<file path="config.mk">
export PLATFORM = sky130hd
export DESIGN_NAME = filter_stream_arbiter
export DESIGN_NICKNAME = d
export VERILOG_FILES = /design/src/rtl/filter_arb_pkg.sv /design/src/rtl/filter_arb_rr.sv /design/src/rtl/filter_stream_arbiter.sv
export SDC_FILE = /design/constraint.sdc
export NUM_CORES = 1
export LEC_CHECK = 0
export CAP_MARGIN = 25
export CELL_PAD_IN_SITES_DETAIL_PLACEMENT = 0
export CELL_PAD_IN_SITES_GLOBAL_PLACEMENT = 1
export CORE_MARGIN = 2
export CORE_UTILIZATION = 30
export DETAILED_ROUTE_END_ITERATION = 16
export GPL_TIMING_DRIVEN = 0
export MAX_ROUTING_LAYER = met4
export PLACE_DENSITY_LB_ADDON = 0.1
export SLEW_MARGIN = 20
export SYNTH_ARGS = -nofsm -noshare
export SYNTH_HDL_FRONTEND = slang
export SYNTH_SLANG_ARGS = --single-unit
</file>
<file path="constraint.sdc">
create_clock -name bus_clk -period 11.25 [get_ports bus_clk]
set_input_delay 3.375 -clock bus_clk [delete_from_list [all_inputs] [get_ports bus_clk]]
set_output_delay 3.375 -clock bus_clk [all_outputs]
set_load 0.01 [all_outputs]
</file>
<file path="src/rtl/filter_arb_pkg.sv">
// Shared types and constants for the two-requester filter stream arbiter.
package filter_arb_pkg;

    localparam int unsigned NREQ = 2;

    typedef enum logic [1:0] {
        IDLE  = 2'd0,
        FEED  = 2'd1,
        DRAIN = 2'd2
    } arb_state_t;

    // Bits needed to hold any count in 0..max_val.
    function automatic int unsigned cnt_width(input int unsigned max_val);
        return $clog2(max_val + 1);
    endfunction

endpackage

</file>
<file path="src/rtl/filter_arb_rr.sv">
// Two-way round-robin picker: on contention the requester that did not win last time gets the grant.
module filter_arb_rr
    import filter_arb_pkg::*;
(
    input  logic [NREQ-1:0] eligible,
    input  logic            rr_last,
    output logic [NREQ-1:0] pick
);

    always_comb begin
        pick = '0;
        if (eligible[0] && eligible[1]) begin
            pick = rr_last ? 2'b01 : 2'b10;
        end else begin
            pick = eligible;
        end
    end

endmodule

</file>
<file path="src/rtl/filter_stream_arbiter.sv">
// Shares one HLS filter core between two requester FIFO pairs with burst round-robin grants.
// Optional per-requester statistics counters are enabled by defining FILTER_ARB_STATS_EN.
module filter_stream_arbiter
    import filter_arb_pkg::*;
#(
    parameter int unsigned BURST_LEN     = 64,
    parameter int unsigned IDLE_TIMEOUT  = 16,
    parameter int unsigned DRAIN_TIMEOUT = 4096
) (
    input  logic                 bus_clk,
    input  logic                 rst,
    input  logic [NREQ-1:0]      req_open,
    input  logic [NREQ*32-1:0]   req_in_data,
    input  logic [NREQ-1:0]      req_in_empty,
    output logic [NREQ-1:0]      req_in_rden,
    output logic [31:0]          req_out_data,
    input  logic [NREQ-1:0]      req_out_full,
    output logic [NREQ-1:0]      req_out_wren,
    output logic [31:0]          filter_inp_dout,
    output logic                 filter_inp_empty_n,
    input  logic                 filter_inp_read,
    input  logic [31:0]          filter_outp_din,
    output logic                 filter_outp_full_n,
    input  logic                 filter_outp_write,
    output logic [NREQ-1:0]      grant,
    output logic                 busy,
    output logic                 err
`ifdef FILTER_ARB_STATS_EN
    ,
    output logic [NREQ*32-1:0]   stat_words,
    output logic [NREQ*16-1:0]   stat_grants
`endif
);

    localparam int unsigned CW = cnt_width(BURST_LEN);
    localparam int unsigned IW = cnt_width(IDLE_TIMEOUT);
    localparam int unsigned DW = cnt_width(DRAIN_TIMEOUT);

    localparam logic [CW-1:0] BURST_MAX = CW'(BURST_LEN);
    localparam logic [IW-1:0] IDLE_MAX  = IW'(IDLE_TIMEOUT);
    localparam logic [DW-1:0] DRAIN_MAX = DW'(DRAIN_TIMEOUT);

    arb_state_t      state_q, state_d;
    logic [NREQ-1:0] grant_q, grant_d;
    logic            rr_last_q, rr_last_d;
    logic [CW-1:0]   issued_q, issued_d;
    logic [CW-1:0]   returned_q, returned_d;
    logic [IW-1:0]   idle_q, idle_d;
    logic [DW-1:0]   drain_q, drain_d;
    logic            err_q, err_d;

    logic [NREQ-1:0] eligible;
    logic [NREQ-1:0] pick;
    logic            owner;
    logic            rd_ok;
    logic            wr_ok;

    assign eligible = req_open & ~req_in_empty;
    assign owner    = grant_q[1];

    filter_arb_rr u_rr (
        .eligible (eligible),
        .rr_last  (rr_last_q),
        .pick     (pick)
    );

    assign filter_inp_dout = owner ? req_in_data[63:32] : req_in_data[31:0];
    assign req_out_data    = filter_outp_din;
    assign grant           = grant_q;
    assign busy            = (state_q != IDLE);
    assign err             = err_q;

    always_ff @(posedge bus_clk or posedge rst) begin
        if (rst) begin
            state_q    <= IDLE;
            grant_q    <= '0;
            rr_last_q  <= 1'b1;
            issued_q   <= '0;
            returned_q <= '0;
            idle_q     <= '0;
            drain_q    <= '0;
            err_q      <= 1'b0;
        end else begin
            state_q    <= state_d;
            grant_q    <= grant_d;
            rr_last_q  <= rr_last_d;
            issued_q   <= issued_d;
            returned_q <= returned_d;
            idle_q     <= idle_d;
            drain_q    <= drain_d;
            err_q      <= err_d;
        end
    end

    always_comb begin
        state_d            = state_q;
        grant_d            = grant_q;
        rr_last_d          = rr_last_q;
        issued_d           = issued_q;
        returned_d         = returned_q;
        idle_d             = idle_q;
        drain_d            = drain_q;
        err_d              = err_q;
        filter_inp_empty_n = 1'b0;
        filter_outp_full_n = 1'b0;
        req_in_rden        = '0;
        req_out_wren       = '0;
        rd_ok              = 1'b0;
        wr_ok              = 1'b0;

        case (state_q)
            IDLE: begin
                if (|eligible) begin
                    grant_d    = pick;
                    state_d    = FEED;
                    issued_d   = '0;
                    returned_d = '0;
                    idle_d     = '0;
                end
                if (filter_outp_write) begin
                    err_d = 1'b1;
                end
            end
            FEED: begin
                filter_inp_empty_n = !req_in_empty[owner] && (issued_q < BURST_MAX);
                rd_ok              = filter_inp_read && filter_inp_empty_n;
                req_in_rden[owner] = rd_ok;
                if (rd_ok) begin
                    issued_d = issued_q + CW'(1);
                end
                idle_d = req_in_empty[owner] ? idle_q + IW'(1) : '0;
                if ((issued_d == BURST_MAX) || (idle_d == IDLE_MAX) || !req_open[owner]) begin
                    state_d = DRAIN;
                    drain_d = '0;
                end
            end
            DRAIN: begin
                drain_d = drain_q + DW'(1);
                if (returned_q == issued_q) begin
                    state_d   = IDLE;
                    rr_last_d = owner;
                    grant_d   = '0;
                end else if (drain_d == DRAIN_MAX) begin
                    err_d     = 1'b1;
                    state_d   = IDLE;
                    rr_last_d = owner;
                    grant_d   = '0;
                end
            end
            default: begin
                state_d = IDLE;
                grant_d = '0;
            end
        endcase

        // Results go only to the owner; a write beyond the words issued is flagged and dropped.
        if (state_q != IDLE) begin
            filter_outp_full_n = !req_out_full[owner];
            wr_ok              = filter_outp_write && filter_outp_full_n;
            if (wr_ok) begin
                if (returned_q < issued_d) begin
                    req_out_wren[owner] = 1'b1;
                    returned_d          = returned_q + CW'(1);
                end else begin
                    err_d = 1'b1;
                end
            end
        end
    end

`ifdef FILTER_ARB_STATS_EN
    always_ff @(posedge bus_clk or posedge rst) begin
        if (rst) begin
            stat_words  <= '0;
            stat_grants <= '0;
        end else begin
            for (int unsigned i = 0; i < NREQ; i++) begin
                if (req_out_wren[i]) begin
                    stat_words[32*i +: 32] <= stat_words[32*i +: 32] + 32'd1;
                end
                if ((state_q == IDLE) && (|eligible) && pick[i] && (stat_grants[16*i +: 16] != '1)) begin
                    stat_grants[16*i +: 16] <= stat_grants[16*i +: 16] + 16'd1;
                end
            end
        end
    end
`endif

endmodule

</file>
-- Word-level counts from Yosys, hierarchy flattened
Index checks and enable logic that the tools add are counted.
- output and inout port bits: 74
- word-level logic and storage cells: 97
- register bits: 38
- equal/unequal tests: 9
- bitwise gates (word level): 4
- reduce and logical (&&, ||, !) cells: 21
- order comparisons: 4
- $add $sub $neg: 4
- mux-type cells: 47
- operator list (kind ; count):
    7-bit 2-to-1 mux ; 8
    32-bit 2-to-1 mux ; 1
    13-bit one-hot mux with 2 select lines ; 1
    2-bit 2-to-1 mux ; 11
    1-bit 2-to-1 mux ; 17
    7-bit by 1-bit adder with 7-bit output (second input constant) ; 2
    7-bit one-hot mux with 2 select lines ; 1
    13-bit by 1-bit adder with 13-bit output (second input constant) ; 1
    13-bit == test (second input constant) ; 1
    13-bit 2-to-1 mux ; 1
    2-bit one-hot mux with 3 select lines ; 2
    5-bit 2-to-1 mux ; 2
    5-bit one-hot mux with 2 select lines ; 1
    2-bit nonzero test ; 4
    7-bit == test ; 1
    7-bit == test (second input constant) ; 1
    7-bit less-than comparator ; 1
    7-bit less-than comparator (second input constant) ; 1
    2-bit AND reduction ; 3
    3-bit AND reduction ; 2
    5-bit by 1-bit adder with 5-bit output (second input constant) ; 1
    5-bit == test (second input constant) ; 1
    1-bit logical AND ; 5
    2-bit bitwise AND ; 2
    14 further kinds ; 18

-- Longest topological paths before layout
- depth after elaboration: 12
- mapped depth: 15

-- Hierarchy
A second synthesis with hierarchy kept.
- cell total of the unflattened synthesis: 369
- area total of the unflattened synthesis: 3279.4 um2
- by module, submodules not included (module ; cells an instance ; seq. area each (um2) ; area each (um2) ; instances):
    filter_stream_arbiter ; 366 ; 952.2 ; 3260.6 ; 1
    filter_arb_rr ; 3 ; 0.0 ; 18.8 ; 1

-- Least setup slack after synthesis
No wires, ideal clock.
- kind: in2out
- from: input req_in_empty[0]
- to: output req_out_wren[0]
- required time: 7.875 ns
- stages: 13
- path slack: 1.880 ns
- arrival: 5.995 ns
- path through: mux2_4 -> nor2_1 -> nand2_1 -> a21o_1 -> a32o_1 -> inv_1 -> ha_1 -> a2111o_1 -> or4_4 -> o311ai_2 -> nand2_4 -> buf_2 -> nor2_1
- word-level cells in the longest chain between the ends: 12
- elaborated cells on any way between the ends: 16
- those cells by class: order compare (1); mux (9); bitwise (2); reduce/logical (4)
- RTL lines (item ; RTL line ; source):
    from (decl) ; filter_stream_arbiter.sv:14 ; input logic [NREQ-1:0] req_in_empty,
    1-bit 2-to-1 mux (not written as such) (2 in a row) ; filter_stream_arbiter.sv:125 ; filter_inp_empty_n = !req_in_empty[owner] && (issued_q < BURST_MAX);
    1-bit zero test ; filter_stream_arbiter.sv:125 ;
    1-bit logical AND ; filter_stream_arbiter.sv:125 ;
    1-bit logical AND ; filter_stream_arbiter.sv:126 ; rd_ok = filter_inp_read && filter_inp_empty_n;
    7-bit 2-to-1 mux ; filter_stream_arbiter.sv:128 ; if (rd_ok) begin
    7-bit 2-to-1 mux ; filter_stream_arbiter.sv:111 ; case (state_q)
    7-bit one-hot mux with 2 select lines * ; filter_stream_arbiter.sv:111 ;
    named net issued_d[2] ; filter_stream_arbiter.sv:46 ; logic [CW-1:0] issued_q, issued_d;
    7-bit less-than comparator * ; filter_stream_arbiter.sv:161 ; if (returned_q < issued_d) begin
    2-bit 2-to-1 mux * ; filter_stream_arbiter.sv:161 ;
    2-bit 2-to-1 mux * ; filter_stream_arbiter.sv:160 ; if (wr_ok) begin
    2-bit 2-to-1 mux * ; filter_stream_arbiter.sv:157 ; if (state_q != IDLE) begin
    to (decl) ; filter_stream_arbiter.sv:18 ; output logic [NREQ-1:0] req_out_wren,
Mark *: on every way through the listed nets, which the timed path passes. The rest lies on a longest branch. The select of a mux whose other input is x is not followed.

-- Worst setup path after layout
Ends and elaborated chain as after synthesis.

==> impl_metrics.tcl <==
set metrics [dict create \
    run_status "finished, final reports clean" \
    crit_path_max_fanout 10 \
    io_pins 180 \
    critPathTopFamily "compound AO/OA/AOI/OAI gates" \
    netlist_area_sq_um 3270 \
    path_class "in2out" \
    seq_area_frac_synth 0.291 \
    die_area_sq_um 11700 \
    numCtsBuffers 5 \
    synth.net_count 494 \
    htree_levels 2 \
    cp_data_arrival_time_ps 7400 \
    startpoint "req_in_empty[0]" \
    grt_pass1_vias 3253 \
    vdd_ir_drop_max_v 0.0000629 \
    synth_top_cell_area_share 0.283 \
    filler_cell_count 1077 \
    rr_startpoint "grant[1]$_DFFE_PP0P_" \
    diodes 0 \
    io_buffers 147 \
    synth_edf_count 0 \
    maxSlewHeadroom 0.528 \
    synthTopCellsByArea "dfrtp_1, mux2_2, buf_4" \
    met3_length_um 724 \
    timing.final.ws_setup_ps 478 \
    critPathLaunchType "primary input" \
    drv_cap 0 \
    slew_violations 0 \
    register_area_sq_um 952 \
    hp-class "reg2reg" \
    ys_ff_latch 38 \
    worst_path_max_delay_cell "clkdlybuf4s50_1" \
    endpoint_kind "output port" \
    first_pass_iters 4 \
    vias 3251 \
    synth-async-reset-ratio 1.00 \
    crit_top_cell "clkdlybuf4s50_1" \
    finClkSkew_ps 9.83 \
    post-route-period-util 0.958 \
    via_per_inst 4.83 \
    top_layer_used "met4" \
    postLayoutCoreUtil 0.469 \
    clk_pin_slew_ps 80 \
    layout-drive-gt1-share 0.186 \
    grt_max_degree 31 \
    die_x_um 108 \
    drc 0 \
    setup_violations 0 \
    fin_total_pwr_mw 0.723 \
    grt_antenna_before_repair 0 \
    area_delta_synth_final_pct 54.4 \
    crit_buf_inv 4 \
    routed_wl_um 10100 \
    period_minus_slack_ps 10770 \
    nets 649 \
    avgRoutedWirePerCell_um 15.0 \
    grt_overflow 0 \
    pre_cts_slack_ps 480 \
    worst_pin_slew_ps 704 \
    cts_tree "yes" \
    power_leakage_nw 2.12 \
    worstSkewPairLatency_ps 300 \
    slowest_delay_ps 580 \
    power-per-cell-area_nw_per_um2 143 \
    finalSetupTns_ps 0 \
    drt_iter0_drc 134 \
    crit_required_ps 7880 \
    synthFlopType "dfrtp_1" \
    ant_nets 0 \
    holdBufCountCts 0 \
    yosysTopAreaCell "dfrtp_1" \
    fmax_mhz 92.8 \
    finalHoldViolations 0 \
    start_util 0.304 \
    yosysWarningCount 0 \
    die_h_um 108 \
    wl_met2_um 4620 \
    synth.avg_cell_area_sq_um 8.67 \
    grt_first_pass_wirelength_um 16000 \
    holdWs_ps 513 \
    rows 38 \
    hold_start "err$_DFF_PP0_" \
    cts_root_buffer "clkbuf_8" \
    multi_input_area_sq_um 1920 \
    synth.most_common_cell "dfrtp_1" \
    cts.sinks 38 \
    core-area_sq_um 10700 \
    crit_path_cell_trace "clkdlybuf4s50_1 -> nand2b_1 -> nand2_1 -> o21ai_1 -> a21o_1 -> a32o_1 -> inv_1 -> ha_1 -> a2111o_1 -> or4_4 -> o311ai_2 -> nand2_4 -> buf_2 -> nor2_1 -> clkdlybuf4s50_1" \
    dp_hpwl_um 8110 \
    wirelength_met1_um 4530 \
    grt_setup_unrepaired "no" \
    netlist-cell-type-count 56 \
    track_usage 0.179 \
    post_cts_buffers 0 \
    routabilityCongestion 0.826 \
    ctsResizeCount 0 \
    ys_top_cells_by_count "dfrtp_1, mux2_2, nand2_1, buf_4, nor2_1" \
    synthCells 377 \
    clockBufferDepth 2 \
]
## metrics by stage
stage               cell area [sq um]  cells
finish                           5040    673
floorplan                        3270    377
global placement                 4910    664
global route                     5040    673
detailed placement               4930    665
CTS                              5040    673
## registers in the layout, indices dropped and copies added, names as in the netlist
register	cells
state_q	2
idle_q	5
rr_last_q	1
grant	2
drain_q	13
issued_q	7
err	1
returned_q	7
## cell type report
class,count,area share
Tap cell,140,0.0347
Sequential cell,38,0.189
Timing Repair Buffer,148,0.296
Clock buffer,8,0.0218
Multi-Input combinational cell,271,0.381
Buffer,52,0.0657
Inverter,16,0.0119
## cell families after synthesis
kind of cell / after synthesis / share of synthesized area
compound gates: 64 / 0.142
xor+xnor: 25 / 0.0670
fa+ha+maj: 11 / 0.0421
buf+inv: 68 / 0.120
flops: 38 / 0.291
mux: 40 / 0.137
simple gates: 131 / 0.201
## metal layers
layer,vias up,track usage
met5,-,-
met4,0,0.0495
met3,12,0.0464
met2,130,0.277
met1,1495,0.233
li1,1614,-
## tightest hold or removal path, stage by stage (launching register included)
cell,delay (ps)
dfrtp_1,360
a211oi_1,50
o21ai_0,70
## power breakdown
group / leakage [nW] / switching [mW] / internal [mW]
logic: 1.55 / 0.201 / 0.223
registers: 0.513 / 0.0250 / 0.160
clock network: 0.0575 / 0.0529 / 0.0620
total: 2.12 / 0.279 / 0.445
## path summary, 6_finish.rpt
check | endpoint | slack [ps] | cells past startpoint
worst max register to register | returned_q[6]$_DFF_PP0_ | 7600 | 14
worst max-delay path | req_out_wren[0] | 480 | 15
worst min register to register | err$_DFF_PP0_ | 510 | 2
max in group asynchronous | rr_last_q$_DFFE_PP1P_ | 7440 | 3
min in group asynchronous | drain_q[4]$_DFFE_PP0P_ | 3310 | 2
worst min-delay path | err$_DFF_PP0_ | 510 | 2
## layout by cell type (no fill, tap or decap), drive strengths merged, types with 2 or more instances in the layout
cell           synthesis  routed
xor2                  12      12
ha                    11      11
nor2b                  2       2
clkdlybuf4s50          0     147
nand3                 19      19
o32ai                  2       2
o211ai                 3       3
clkbuf                12      20
nor2                  27      27
a21oi                  5       5
a21o                   5       5
nand2                 34      34
a31oi                  3       3
nand4                  8       8
or3                    6       6
nand2b                 7       7
mux2                  35      35
inv                   16      16
and2                   4       4
o31a                   2       2
a31o                   4       4
nor3                  12      12
o21ai                 18      18
o31ai                  3       3
o22ai                  2       2
dfrtp                 37      37
a211oi                 3       3
or2                    3       3
nor4                   4       4
a22o                   3       3
a32o                   2       2
xnor2                 13      13
mux2i                  5       5
o221ai                 2       2
buf                   40      41
(Power assumes the default switching activity.)
